[config.mk]
export PLATFORM = sky130hd
export DESIGN_NAME = frame_writer_flat
export DESIGN_NICKNAME = d
export VERILOG_FILES = /design/src/rtl/frame_writer_pkg.sv /design/src/rtl/frame_writer_if.sv /design/src/rtl/pix_fifo.sv /design/src/rtl/frame_writer.sv /design/src/flat_wrapper.sv
export SDC_FILE = /design/constraint.sdc
export NUM_CORES = 1
export LEC_CHECK = 0
export ABC_AREA = 1
export CORE_ASPECT_RATIO = 0.75
export CORE_MARGIN = 8
export CORE_UTILIZATION = 65
export DETAILED_ROUTE_END_ITERATION = 8
export HOLD_SLACK_MARGIN = 0.06
export PLACE_DENSITY = 0.85
export SYNTH_ARGS = -nofsm -noshare
export SYNTH_HDL_FRONTEND = slang
export SYNTH_SLANG_ARGS = --single-unit
export TNS_END_PERCENT = 30
[constraint.sdc]
create_clock -name i_pclk -period 9.6 [get_ports i_pclk]
set_input_delay 2.88 -clock i_pclk [delete_from_list [all_inputs] [get_ports i_pclk]]
set_output_delay 2.88 -clock i_pclk [all_outputs]
set_load 0.01 [all_outputs]
[src/rtl/frame_writer_pkg.sv]
// frame_writer_pkg: shared types and widths for the frame writer.
//   state_t  - capture FSM states
//   PIX_W    - RGB888 pixel width
//   DATA_W   - memory write-data width
//   entry_w  - width of one FIFO entry {address, pixel}
package frame_writer_pkg;
    typedef enum logic [1:0] {IDLE, WAIT_FRAME, ACTIVE, DRAIN} state_t;
    localparam int PIX_W  = 24;
    localparam int DATA_W = 32;
    function automatic int entry_w(input int addr_w);
        return addr_w + PIX_W;
    endfunction
endpackage

[src/rtl/frame_writer_if.sv]
// frame_writer_if: Avalon-MM-style write bus between the frame writer and memory.
//   address     - word address of the write
//   writedata   - {8'h00, R, G, B}
//   write       - write request
//   waitrequest - slave stall; address/data are held while high
interface frame_writer_if #(parameter int ADDR_W = 20);
    import frame_writer_pkg::*;
    logic [ADDR_W-1:0] address;
    logic [DATA_W-1:0] writedata;
    logic              write;
    logic              waitrequest;
    modport master(output address, writedata, write, input waitrequest);
    modport slave(input address, writedata, write, output waitrequest);
endinterface

[src/rtl/pix_fifo.sv]
// pix_fifo: synchronous first-word-fall-through FIFO with a registered head.
//   i_clk/i_rst_n - clock, asynchronous active-low reset
//   i_push/i_din  - write request and entry
//   i_pop         - read request (ignored when empty)
//   o_dout        - head entry, read straight from the storage registers
//   o_full/o_empty- occupancy flags
// A push while full is accepted only if a pop happens in the same cycle.
module pix_fifo #(
    parameter int WIDTH = 44,
    parameter int DEPTH = 8
) (
    input  logic             i_clk,
    input  logic             i_rst_n,
    input  logic             i_push,
    input  logic [WIDTH-1:0] i_din,
    input  logic             i_pop,
    output logic [WIDTH-1:0] o_dout,
    output logic             o_full,
    output logic             o_empty
);
    localparam int AW = $clog2(DEPTH);
    logic [WIDTH-1:0] r_mem [DEPTH];
    logic [AW-1:0]    r_wr;
    logic [AW-1:0]    r_rd;
    logic [AW:0]      r_cnt;
    logic             w_pop;
    logic             w_push;
    assign o_empty = (r_cnt == '0);
    assign o_full  = (r_cnt == (AW+1)'(DEPTH));
    assign o_dout  = r_mem[r_rd];
    assign w_pop   = i_pop & ~o_empty;
    assign w_push  = i_push & (~o_full | w_pop);
    always_ff @(posedge i_clk or negedge i_rst_n) begin
        if (!i_rst_n) begin
            r_wr  <= '0;
            r_rd  <= '0;
            r_cnt <= '0;
            for (int i = 0; i < DEPTH; i++) r_mem[i] <= '0;
        end else begin
            if (w_push) begin
                r_mem[r_wr] <= i_din;
                r_wr        <= r_wr + AW'(1);
            end
            if (w_pop) r_rd <= r_rd + AW'(1);
            r_cnt <= r_cnt + (AW+1)'(w_push) - (AW+1)'(w_pop);
        end
    end
endmodule

[src/rtl/frame_writer.sv]
// frame_writer: places captured RGB888 pixels into a linear frame buffer.
//   i_pclk/i_rst_n - pixel clock, asynchronous active-low reset
//   i_enable       - arm capture; only looked at on frame boundaries
//   i_frame_base   - word address of pixel (0,0), latched at frame start
//   i_vsync        - high during vertical blanking
//   i_hsync        - one-cycle pulse at the start of each line
//   i_din/i_din_valid - pixel {R,G,B} and its one-cycle strobe
//   avm            - Avalon-MM write master
//   o_frame_done   - one-cycle pulse once the last write of a frame is done
//   o_overflow     - sticky: an in-range pixel was dropped on a full FIFO
//   o_clipped      - sticky: a pixel fell outside the active window
//   o_busy         - capturing or draining a frame
module frame_writer
    import frame_writer_pkg::*;
#(
    parameter int H_ACTIVE   = 640,
    parameter int V_ACTIVE   = 480,
    parameter int ADDR_W     = 20,
    parameter int FIFO_DEPTH = 8
) (
    input  logic              i_pclk,
    input  logic              i_rst_n,
    input  logic              i_enable,
    input  logic [ADDR_W-1:0] i_frame_base,
    input  logic              i_vsync,
    input  logic              i_hsync,
    input  logic [PIX_W-1:0]  i_din,
    input  logic              i_din_valid,
    frame_writer_if.master    avm,
    output logic              o_frame_done,
    output logic              o_overflow,
    output logic              o_clipped,
    output logic              o_busy
);
    localparam int EW = entry_w(ADDR_W);
    localparam int XW = $clog2(H_ACTIVE + 1);
    localparam int YW = $clog2(V_ACTIVE + 1);
    state_t            r_state;
    logic              r_vsync_d;
    logic [XW-1:0]     r_x;
    logic [YW-1:0]     r_y;
    logic [ADDR_W-1:0] r_line_base;
    logic              r_frame_done;
    logic              r_overflow;
    logic              r_clipped;
    logic              r_busy;
    logic              w_adv;
    logic [XW-1:0]     w_x_eff;
    logic [XW-1:0]     w_x_next;
    logic [YW-1:0]     w_y_eff;
    logic [ADDR_W-1:0] w_lb_eff;
    logic [ADDR_W-1:0] w_addr;
    logic              w_in_range;
    logic              w_take;
    logic              w_push;
    logic              w_pop;
    logic              w_full;
    logic              w_empty;
    logic [EW-1:0]     w_head;
    // A line advance takes effect before a pixel strobed in the same cycle,
    // so all pixel decisions use the post-advance x/y/line_base.
    assign w_adv      = (r_state == ACTIVE) & i_hsync & (r_x != '0);
    assign w_x_eff    = w_adv ? '0 : r_x;
    assign w_y_eff    = (w_adv && r_y != YW'(V_ACTIVE)) ? r_y + YW'(1) : r_y;
    assign w_lb_eff   = w_adv ? r_line_base + ADDR_W'(H_ACTIVE) : r_line_base;
    assign w_in_range = (w_x_eff < XW'(H_ACTIVE)) & (w_y_eff < YW'(V_ACTIVE));
    assign w_take     = (r_state == ACTIVE) & i_din_valid;
    assign w_push     = w_take & w_in_range;
    // x keeps counting past the line end, saturating at H_ACTIVE.
    assign w_x_next   = (w_take && w_x_eff != XW'(H_ACTIVE)) ? w_x_eff + XW'(1) : w_x_eff;
    // Address by accumulation: line_base steps by H_ACTIVE per line.
    assign w_addr     = w_lb_eff + ADDR_W'(w_x_eff);
    assign w_pop      = avm.write & ~avm.waitrequest;
    pix_fifo #(
        .WIDTH (EW),
        .DEPTH (FIFO_DEPTH)
    ) u_fifo (
        .i_clk   (i_pclk),
        .i_rst_n (i_rst_n),
        .i_push  (w_push),
        .i_din   ({w_addr, i_din}),
        .i_pop   (w_pop),
        .o_dout  (w_head),
        .o_full  (w_full),
        .o_empty (w_empty)
    );
    assign avm.address   = w_head[EW-1:PIX_W];
    assign avm.writedata = {{(DATA_W-PIX_W){1'b0}}, w_head[PIX_W-1:0]};
    assign avm.write     = ~w_empty;
    assign o_frame_done  = r_frame_done;
    assign o_overflow    = r_overflow;
    assign o_clipped     = r_clipped;
    assign o_busy        = r_busy;
    always_ff @(posedge i_pclk or negedge i_rst_n) begin
        if (!i_rst_n) begin
            r_state      <= IDLE;
            r_vsync_d    <= 1'b0;
            r_x          <= '0;
            r_y          <= '0;
            r_line_base  <= '0;
            r_frame_done <= 1'b0;
            r_overflow   <= 1'b0;
            r_clipped    <= 1'b0;
            r_busy       <= 1'b0;
        end else begin
            r_vsync_d    <= i_vsync;
            r_frame_done <= 1'b0;
            case (r_state)
                IDLE: if (i_enable && i_vsync) r_state <= WAIT_FRAME;
                WAIT_FRAME: if (r_vsync_d && !i_vsync) begin
                    r_state     <= ACTIVE;
                    r_busy      <= 1'b1;
                    r_x         <= '0;
                    r_y         <= '0;
                    r_line_base <= i_frame_base;
                    r_overflow  <= 1'b0;
                    r_clipped   <= 1'b0;
                end
                ACTIVE: begin
                    r_x         <= w_x_next;
                    r_y         <= w_y_eff;
                    r_line_base <= w_lb_eff;
                    if (w_take && !w_in_range) r_clipped <= 1'b1;
                    if (w_push && w_full && !w_pop) r_overflow <= 1'b1;
                    if (i_vsync && !r_vsync_d) r_state <= DRAIN;
                end
                DRAIN: if (w_empty) begin
                    r_frame_done <= 1'b1;
                    r_busy       <= 1'b0;
                    r_state      <= i_enable ? WAIT_FRAME : IDLE;
                end
                default: r_state <= IDLE;
            endcase
        end
    end
endmodule

[src/flat_wrapper.sv]
// flat-port wrapper written by rule: the top's interface ports become plain ports
module frame_writer_flat import frame_writer_pkg::*;
#(
    parameter int H_ACTIVE   = 640,
    parameter int V_ACTIVE   = 480,
    parameter int ADDR_W     = 20,
    parameter int FIFO_DEPTH = 8
)
  (i_pclk, i_rst_n, i_enable, i_frame_base, i_vsync, i_hsync, i_din, i_din_valid, o_frame_done, o_overflow, o_clipped, o_busy, avm_address, avm_writedata, avm_write, avm_waitrequest);
  frame_writer_if #(.ADDR_W(ADDR_W)) avm_i ();
  input  logic i_pclk;
  input  logic i_rst_n;
  input  logic i_enable;
  input  logic [ADDR_W-1:0] i_frame_base;
  input  logic i_vsync;
  input  logic i_hsync;
  input  logic [PIX_W-1:0] i_din;
  input  logic i_din_valid;
  output logic o_frame_done;
  output logic o_overflow;
  output logic o_clipped;
  output logic o_busy;
  output wire logic [$bits(avm_i.address)-1:0] avm_address;
  output wire logic [$bits(avm_i.writedata)-1:0] avm_writedata;
  output wire logic [$bits(avm_i.write)-1:0] avm_write;
  input wire logic [$bits(avm_i.waitrequest)-1:0] avm_waitrequest;
  assign avm_address = avm_i.address;
  assign avm_writedata = avm_i.writedata;
  assign avm_write = avm_i.write;
  assign avm_i.waitrequest = avm_waitrequest;
  frame_writer #(.H_ACTIVE(H_ACTIVE), .V_ACTIVE(V_ACTIVE), .ADDR_W(ADDR_W), .FIFO_DEPTH(FIFO_DEPTH)) u_core (.i_pclk(i_pclk), .i_rst_n(i_rst_n), .i_enable(i_enable), .i_frame_base(i_frame_base), .i_vsync(i_vsync), .i_hsync(i_hsync), .i_din(i_din), .i_din_valid(i_din_valid), .avm(avm_i), .o_frame_done(o_frame_done), .o_overflow(o_overflow), .o_clipped(o_clipped), .o_busy(o_busy));
endmodule
==> results of run 1 <==
## how the worst min path moves through the flow
stage | start | depth (start not counted) | slack [ps] | endpoint
finish | u_core.u_fifo.r_mem[156]$_DFFE_PN0P_ | 2 | 470 | u_core.u_fifo.r_mem[156]$_DFFE_PN0P_
global placement | u_core.u_fifo.r_mem[29]$_DFFE_PN0P_ | 2 | 450 | u_core.u_fifo.r_mem[29]$_DFFE_PN0P_
detailed placement | u_core.u_fifo.r_mem[144]$_DFFE_PN0P_ | 2 | 450 | u_core.u_fifo.r_mem[144]$_DFFE_PN0P_
CTS | u_core.u_fifo.r_mem[312]$_DFFE_PN0P_ | 2 | 470 | u_core.u_fifo.r_mem[312]$_DFFE_PN0P_
floorplan | u_core.u_fifo.r_mem[0]$_DFFE_PN0P_ | 2 | 440 | u_core.u_fifo.r_mem[0]$_DFFE_PN0P_
global route | u_core.u_fifo.r_mem[312]$_DFFE_PN0P_ | 2 | 480 | u_core.u_fifo.r_mem[312]$_DFFE_PN0P_
## stage by stage
stage / area, sq um / total power, mW / std cells / hold WS [ps] / utilization, %
finish: 23000 / 7.96 / 3127 / 466 / 73.3
global route: 23000 / 8.49 / 3127 / 479 / 73.3
CTS: 23000 / 7.92 / 3126 / 468 / 73.3
detailed placement: 21500 / 6.15 / 3052 / 453 / 68.6
global placement: 21500 / 6.02 / 3052 / 448 / 68.6
floorplan: 20800 / 4.94 / 2706 / 437 / -
## worst max-delay path: stages, from the launching register on
cell             delay, ps
dfrtp_4                800
inv_4                  970
buf_4                  660
o21ai_0                190
nand2_1                 90
nor2_1                  50
a31oi_1                300
clkdlybuf4s50_1        610
## where the power goes
| part | switching, mW | internal, mW | total [mW] |
|---|---|---|---|
| Clock | 0.702 | 1.03 | 1.74 |
| Sequential | 0.427 | 2.40 | 2.83 |
| Combinational | 2.17 | 1.23 | 3.40 |
| Total | 3.30 | 4.66 | 7.96 |
## cell type report
cell class	instances	area, sq um	area share (%)
Sequential cell	408	10200	44.4
Timing Repair Buffer	116	1140	4.94
Clock inverter	20	262	1.14
Multi-Input combinational cell	1879	8770	38.1
Clock buffer	54	1190	5.16
Antenna cell	1	2.50	0.0109
Tap cell	406	508	2.21
Inverter	243	915	3.98
## layer usage
metal	vias up	wire length, um	track usage [%]
li1	8592	-	-
met1	8889	23400	40.6
met5	-	18	0
met4	2	1390	10.9
met2	1034	26400	46.9
met3	117	6120	6.50
## registers in the layout, indices dropped and copies added, names as in the netlist
register and cells:
u_core.u_fifo.r_cnt 4, u_core.r_state 2, u_core.u_fifo.r_mem 352, u_core.r_line_base 20, u_core.r_x 10, u_core.r_vsync_d 1, u_core.r_y 9, u_core.o_busy 1
u_core.u_fifo.r_rd 3, u_core.o_overflow 1, u_core.o_clipped 1, u_core.u_fifo.r_wr 3, u_core.o_frame_done 1
## synthesized netlist by cell type, types with 2 or more instances
library cell	n
a31oi_1	45
o221ai_1	9
buf_1	13
buf_2	60
buf_6	16
xnor2_1	9
nor2_4	5
nand3_2	6
o22ai_1	17
nand2_2	7
dfrtp_1	408
ha_1	27
o21ai_0	344
nor2_2	3
nand4_1	10
inv_2	10
nor3_1	9
o211ai_1	3
inv_1	232
nand4_2	3
nand3_1	94
a21oi_1	159
buf_4	14
nand3b_1	4
nand2_1	909
o21ai_2	2
fa_1	2
o21ai_1	4
nor2_8	4
nor2_1	164
clkbuf_1	71
xor2_1	21
## logic make-up after synthesis
group	Yosys count	synth area share (%)
buffers and inverters	419	8.88
xor gates and xnor gates	31	1.34
other	1	0.0180
adders and majority gates	29	1.82
and+or+nand+nor	1221	23.9
DFF	408	49.1
AOI/OAI and AO/OA	590	15.0
==> results.sh, run 1 <==
export IMPL_status="completed"
export IMPL_die_area_sq_um=38000
export IMPL_fin_ws_ps=2360
export IMPL_layout_common_cells="nand2_1 (909), dfrtp_1 (406), o21ai_0 (344)"
export IMPL_ys_warn_count=0
export IMPL_grt_start_max_net_pins=183
export IMPL_grt_pass1_wl_um=92600
export IMPL_first_global_vias=17900
export IMPL_die_y_um=171
export IMPL_tns_ps=0
export IMPL_cts_tree="built"
export IMPL_synth_top_area_cell="dfrtp_1"
export IMPL_vias_per_cell=5.96
export IMPL_max_freq_mhz=138
export IMPL_hold_path_class="register to register"
export IMPL_leakagePower_nw=11.5
export IMPL_preCtsSetupSlack_ps=2740
export IMPL_r2r_slack_ps=4960
export IMPL_yosysSeqAreaShare_pct=49.1
export IMPL_end_kind="output pin"
export IMPL_routed_wl_um=57400
export IMPL_io_pins=108
export IMPL_r2r_worst_path_cells=22
export IMPL_cp_start_kind="register"
export IMPL_rsz0062_at_grt="no"
export IMPL_critPathArrivalTime_ps=4360
export IMPL_wl_per_cell_um=18.4
export IMPL_cts_clk_slew_worst_paths_ps=60
export IMPL_async_flop_share_pct=100
export IMPL_yosys_cell_types_count=47
export IMPL_syn_inst=2699
export IMPL_core_area_sq_um=31400
export IMPL_p_per_area_nw_per_um2=346
export IMPL_post_cts_resize_count=0
export IMPL_cts_max_path_buffers=3
export IMPL_ctsHoldBuffers=0
export IMPL_period_minus_slack_ps=7240
export IMPL_start_util_pct=66.3
export IMPL_firstDrtPassIters=6
export IMPL_dp_hpwl_um=33400
export IMPL_tightest_slew_ps=1130
export IMPL_startpoint="u_core.u_fifo.r_rd[0]$_DFFE_PN0P_"
export IMPL_final_common_cell="nand2_1"
export IMPL_setup_viol=0
export IMPL_grt_ovfl_total=0
export IMPL_peakVddDrop_mv=0.239
export IMPL_drive_above_1_share_pct=5.04
export IMPL_synthTopCellsByArea="dfrtp_1 (49%), nand2_1 (16%), o21ai_0 (8.3%)"
export IMPL_place_congestion=0.879
export IMPL_fp_row_count=56
export IMPL_required_ps=6720
export IMPL_vias=18600
export IMPL_syn_avg_cell_area_sq_um=7.71
export IMPL_finalClockSkew_ps=18.0
export IMPL_critical_path_peak_fanout=115
export IMPL_maxSlewViolCount=0
export IMPL_clock_sinks=408
export IMPL_final_nets=2769
export IMPL_yosys_register_bits=408
export IMPL_slew_headroom_pct=24.2
export IMPL_crit_end="avm_address[0]"
export IMPL_synth_top_cell_area_share_pct=49.1
export IMPL_area_growth_syn_to_layout_pct=10.6
export IMPL_io_buffers=99
export IMPL_cap_violations=0
export IMPL_dr_first_iter_drc_count=2308
export IMPL_synth_edf_count=0
export IMPL_crit_type="register to output pin"
export IMPL_htreeDepth=2
export IMPL_antenna_left=0
export IMPL_drc=0
export IMPL_cts_root_buf="clkbuf_16"
export IMPL_clk_latency_ps=560
export IMPL_synth_flop_cell="dfrtp_1"
export IMPL_antenna_found_initial=2
export IMPL_finalCritPeriodShare_pct=75.4
export IMPL_hold_violations=0
export IMPL_reg2reg_from="u_core.r_state[0]$_DFFE_PN0P_"
export IMPL_synth_area_sq_um=20800
export IMPL_r2r_end="u_core.u_fifo.r_mem[258]$_DFFE_PN0P_"
export IMPL_cts_made_buffers=41
export IMPL_fillers=2293
export IMPL_cts_setup_buffers=0
export IMPL_grt_use_total_pct=29.8
export IMPL_die_x_um=223
(Power assumes the default switching activity.)
==> run 2: changes to the inputs <==
Settings changed: CORE_UTILIZATION 65 to 55, PLACE_DENSITY 0.85 to 0.77.
Clock period 9.6 ns to 6 ns, I/O delays scaled along.
==> run 2 against run 1 <==
Against the previous run: global-route usage decreased by 3.7 points; flip-flop and latch count unchanged; clock skew decreased by 1.3 ps; critical endpoint is now avm_address[5]; first-iteration DRC count decreased by 11%.
==> results.sh, run 2 (synthesis results as in run 1) <==
export IMPL_layout_common_cells="nand2_1 (909), dfrtp_1 (406), o21ai_0 (344)"
export IMPL_vias=18500
export IMPL_firstDrtPassIters=6
export IMPL_hold_path_class="register to register"
export IMPL_grt_use_total_pct=26.1
export IMPL_start_util_pct=56.0
export IMPL_finalClockSkew_ps=16.7
export IMPL_largest_reg_flops=352
export IMPL_diodes=0
export IMPL_post_cts_resize_count=0
export IMPL_critPathArrivalTime_ps=3390
export IMPL_finalCritPeriodShare_pct=86.5
export IMPL_reg_top3="u_core.u_fifo.r_mem: 352 flops, u_core.r_line_base: 20 flops, u_core.r_x: 10 flops"
export IMPL_seqCellArea_sq_um=10200
export IMPL_r2r_end="u_core.u_fifo.r_mem[346]$_DFFE_PN0P_"
export IMPL_leakagePower_nw=11.7
export IMPL_critical_path_peak_fanout=37
export IMPL_dp_cells=3176
export IMPL_r2r_worst_path_cells=18
export IMPL_cts_made_buffers=42
export IMPL_hold_start="u_core.u_fifo.r_mem[336]$_DFFE_PN0P_"
export IMPL_die_y_um=184
export IMPL_slowest_delay_ps=660
export IMPL_antenna_found_initial=0
export IMPL_multiInputGateArea_sq_um=8770
export IMPL_slew_headroom_pct=32.0
export IMPL_die_area_sq_um=44400
export IMPL_die_x_um=241
export IMPL_cts_tree="built"
export IMPL_period_minus_slack_ps=5190
export IMPL_fp_row_count=61
export IMPL_cts_max_path_buffers=3
export IMPL_top_register="u_core.u_fifo.r_mem"
export IMPL_drive_above_1_share_pct=5.64
export IMPL_tightest_slew_ps=1010
export IMPL_drc=0
export IMPL_cts_clk_slew_worst_paths_ps=60
export IMPL_core_area_sq_um=37200
export IMPL_io_buffers=99
export IMPL_worstPathCellList="inv_2, buf_4, a21oi_1, o21ai_0, nand2_1, nor2_1, a31oi_1, clkdlybuf4s50_1"
export IMPL_cp_start_kind="register"
export IMPL_dp_hpwl_um=35100
export IMPL_ctsHoldBuffers=0
export IMPL_hold_violations=0
export IMPL_rsz0062_at_grt="no"
export IMPL_io_pins=108
export IMPL_peakVddDrop_mv=0.357
export IMPL_vias_per_cell=5.68
export IMPL_place_area_sq_um=22000
export IMPL_final_common_cell="nand2_1"
export IMPL_setup_viol=0
export IMPL_grt_ovfl_total=0
export IMPL_status="completed"
export IMPL_crit_type="register to output pin"
export IMPL_clk_latency_ps=550
export IMPL_end_kind="output pin"
export IMPL_routed_wl_um=57600
export IMPL_cap_violations=0
export IMPL_r2r_slack_ps=1830
export IMPL_cts_setup_buffers=0
export IMPL_cpMaxStageDelayCell="inv_2"
export IMPL_area_growth_syn_to_layout_pct=12.2
export IMPL_reg2reg_from="u_core.r_state[0]$_DFFE_PN0P_"
export IMPL_fillers=3148
export IMPL_required_ps=4200
export IMPL_final_cells=3250
export IMPL_first_global_vias=18000
export IMPL_htreeDepth=2
export IMPL_grt_pass1_wl_um=94300
export IMPL_final_nets=2796
export IMPL_grt_start_max_net_pins=179
export IMPL_fin_area_sq_um=23300
export IMPL_maxSlewViolCount=0
export IMPL_max_freq_mhz=193
export IMPL_place_congestion=0.880
export IMPL_clock_sinks=408
export IMPL_power_mw=12.7
export IMPL_wl_per_cell_um=17.7
export IMPL_whs_endpoint="u_core.u_fifo.r_mem[336]$_DFFE_PN0P_"
export IMPL_dr_first_iter_drc_count=2064
export IMPL_antenna_left=0
export IMPL_p_per_area_nw_per_um2=542
export IMPL_cts_root_buf="clkbuf_16"
export IMPL_holdPathStages=2
export IMPL_tns_ps=0
==> run 2: stage by stage <==
step                      worst slack (ps)  utilization (%)  hold WS (ps)
after floorplan                       1360                -           437
after global placement                 693             59.1           448
after detailed placement               553             59.1           453
after CTS                              873             62.8           468
after global routing                   682             62.8           483
final                                  811             62.8           466
==> run 2: metal layers <==
layer  GRT usage [%]  part of all wire (%)  up-vias
met1            36.9                    44     8824
met5               0                     0        -
met2            40.9                    45      853
met4            8.53                   2.4        0
li1                -                     -     8649
met3            4.03                   8.6      124
==> run 2: worst max-delay path by stage <==
stage | from | end | slack [ps] | depth (start not counted)
finish | u_core.u_fifo.r_rd[1]$_DFFE_PN0P_ | avm_address[5] | 810 | 8
global route | u_core.u_fifo.r_rd[1]$_DFFE_PN0P_ | avm_writedata[17] | 680 | 8
CTS | u_core.u_fifo.r_rd[1]$_DFFE_PN0P_ | avm_writedata[17] | 870 | 8
detailed placement | i_hsync | u_core.u_fifo.r_mem[215]$_DFFE_PN0P_ | 550 | 14
global placement | i_hsync | u_core.u_fifo.r_mem[38]$_DFFE_PN0P_ | 690 | 17
floorplan | i_hsync | u_core.u_fifo.r_mem[126]$_DFFE_PN0P_ | 1360 | 20
==> run 2: worst max-delay path: cells and delay by family, from the launching register on <==
family	cells	cell delay, ps
AOI/OAI and AO/OA	3	270
and+or+nand+nor	2	210
DFF	1	590
buffers and inverters	3	1750
==> run 2: final cells by class <==
cell class,count,area share (%)
Sequential cell,408,43.8
Multi-Input combinational cell,1879,37.6
Timing Repair Buffer,142,6.18
Clock buffer,63,5.27
Inverter,243,3.92
Tap cell,504,2.70
Clock inverter,11,0.600
==> run 2: power breakdown <==
group	total [mW]	internal, mW	switching [mW]
registers	4.37	3.84	0.528
clock network	2.65	1.55	1.11
logic	5.64	2.04	3.61
==> run 3: changes to the inputs <==
Settings changed: CAP_MARGIN from default to 30, CORE_ASPECT_RATIO 0.75 to default.
==> run 3 against run 2 <==
Against the previous run: critical path depth is the same; flip-flop and latch count is the same; first-iteration DRC count shrank 14%; total power grew 0.43%; die area shrank 0.15%; clock-buffer cell count grew 4; clock power grew 3%; clock skew grew 1.1 ps; sequential power is essentially flat; critical path type unchanged; critical endpoint unchanged; highest routed layer unchanged.
==> results.sh, run 3 (synthesis results as in run 1) <==
export IMPL_status="completed"
export IMPL_layout_common_cells="nand2_1 (909), dfrtp_1 (406), o21ai_0 (344)"
export IMPL_vias_per_cell=5.65
export IMPL_cts_tree="built"
export IMPL_peakVddDrop_mv=0.300
export IMPL_drive_above_1_share_pct=5.68
export IMPL_required_ps=4200
export IMPL_fin_ws_ps=434
export IMPL_dp_cells=3177
export IMPL_finalCritPeriodShare_pct=92.8
export IMPL_cts_made_buffers=43
export IMPL_end_kind="output pin"
export IMPL_period_minus_slack_ps=5570
export IMPL_maxSlewViolCount=0
export IMPL_max_freq_mhz=180
export IMPL_place_congestion=0.907
export IMPL_top_usage_layer="met2"
export IMPL_die_x_um=210
export IMPL_critical_path_peak_fanout=39
export IMPL_grt_start_max_net_pins=179
export IMPL_cap_violations=0
export IMPL_cts_clk_slew_worst_paths_ps=60
export IMPL_final_common_cell="nand2_1"
export IMPL_core_area_sq_um=37500
export IMPL_setup_viol=0
export IMPL_rsz0062_at_grt="no"
export IMPL_cts_root_buf="clkbuf_16"
export IMPL_tightest_slew_ps=990
export IMPL_dr_first_iter_drc_count=1778
export IMPL_gr_usage_met2_pct=42.4
export IMPL_p_per_area_nw_per_um2=543
export IMPL_crit_type="register to output pin"
export IMPL_slowest_delay_ps=830
export IMPL_start_util_pct=55.5
export IMPL_die_y_um=210
export IMPL_slew_headroom_pct=33.9
export IMPL_wl_per_cell_um=17.1
export IMPL_die_area_sq_um=44300
export IMPL_clk_latency_ps=550
export IMPL_hold_start="u_core.u_fifo.r_mem[20]$_DFFE_PN0P_"
export IMPL_finalClockSkew_ps=17.8
export IMPL_critPathArrivalTime_ps=3770
export IMPL_clock_sinks=408
export IMPL_hold_path_class="register to register"
export IMPL_grt_pass1_wl_um=92100
export IMPL_area_growth_syn_to_layout_pct=12.6
export IMPL_drc=0
export IMPL_cpMaxStageDelayCell="dfrtp_2"
export IMPL_cts_setup_buffers=0
export IMPL_routed_wl_um=55800
export IMPL_grt_ovfl_total=0
export IMPL_final_cells=3256
export IMPL_fillers=3274
export IMPL_grt_use_total_pct=25.0
export IMPL_tns_ps=0
export IMPL_antenna_left=0
export IMPL_power_mw=12.7
export IMPL_fin_hold_ws_ps=464
export IMPL_reg_top3="u_core.u_fifo.r_mem: 352 flops, u_core.r_line_base: 20 flops, u_core.r_x: 10 flops"
export IMPL_diodes=0
export IMPL_ctsHoldBuffers=0
export IMPL_cp_start_kind="register"
export IMPL_reg2reg_from="u_core.r_state[0]$_DFFE_PN0P_"
export IMPL_io_pins=108
export IMPL_antenna_found_initial=0
export IMPL_use_met3_pct=3.58
export IMPL_grtUsageMet1_pct=32.9
export IMPL_fp_row_count=71
export IMPL_firstDrtPassIters=6
export IMPL_final_nets=2791
export IMPL_dp_hpwl_um=33500
export IMPL_worstPathCellList="inv_2, buf_4, a21oi_1, o21ai_0, nand2_1, nor2_1, a31oi_1, clkdlybuf4s50_1"
export IMPL_first_global_vias=18200
export IMPL_io_buffers=99
export IMPL_hold_violations=0
export IMPL_leakagePower_nw=11.7
export IMPL_cts_max_path_buffers=3
export IMPL_vias=18400
export IMPL_top_register="u_core.u_fifo.r_mem"
export IMPL_largest_reg_flops=352
export IMPL_startpoint="u_core.u_fifo.r_rd[1]$_DFFE_PN0P_"
export IMPL_htreeDepth=2
export IMPL_post_cts_resize_count=0
export IMPL_preCtsSetupSlack_ps=573
## run 3: changes by cell type in the layout (fill, tap and decap cells not counted), sizes merged
cell,before,now
buf,44,38
clkbuf,63,67
clkinv,7,10
clkinvlp,1,0
inv,243,242
## run 3: worst max-delay path, delay by kind of cell, from the launching register on
family | cells | cell delay [ps]
compound gates | 3 | 580
flops | 1 | 830
buf+inv | 3 | 1640
simple gates | 2 | 130
## run 3: worst paths after layout
| check | slack, ps | to | cells after the start |
|---|---|---|---|
| max | 430 | avm_address[5] | 8 |
| min | 460 | u_core.u_fifo.r_mem[20]$_DFFE_PN0P_ | 2 |
| max reg2reg | 1980 | u_core.u_fifo.r_mem[83]$_DFFE_PN0P_ | 15 |
| min reg2reg | 460 | u_core.u_fifo.r_mem[20]$_DFFE_PN0P_ | 2 |
| max in group asynchronous | 3490 | u_core.u_fifo.r_mem[238]$_DFFE_PN0P_ | 2 |
| min in group asynchronous | 1280 | u_core.u_fifo.r_mem[241]$_DFFE_PN0P_ | 1 |
## run 3: area by class of cell
| class | instances | area (sq um) | area share [%] |
|---|---|---|---|
| Tap cell | 511 | 639 | 2.73 |
| Sequential cell | 408 | 10200 | 43.6 |
| Clock inverter | 12 | 158 | 0.673 |
| Timing Repair Buffer | 136 | 1410 | 6.03 |
| Clock buffer | 67 | 1310 | 5.58 |
| Inverter | 243 | 915 | 3.91 |
| Multi-Input combinational cell | 1879 | 8770 | 37.5 |
## run 3: layer usage
| layer | vias to the layer above | share of wire, % |
|---|---|---|
| met4 | 0 | 2.8 |
| met5 | - | 0 |
| met1 | 8867 | 42 |
| met2 | 763 | 48 |
| met3 | 132 | 7.5 |
| li1 | 8635 | - |
## run 3: per-stage QoR
stage | util (%) | instance area, sq um
after floorplan | - | 20800
after global placement | 58.6 | 22000
after detailed placement | 58.6 | 22000
after CTS | 62.5 | 23400
after global routing | 62.5 | 23400
final | 62.5 | 23400
## run 3: report_power, final
part	leakage (nW)	internal (mW)	switching, mW
combinational	5.91	2.04	3.55
sequential	5.05	3.84	0.546
clock	0.726	1.63	1.11
total	11.7	7.51	5.21
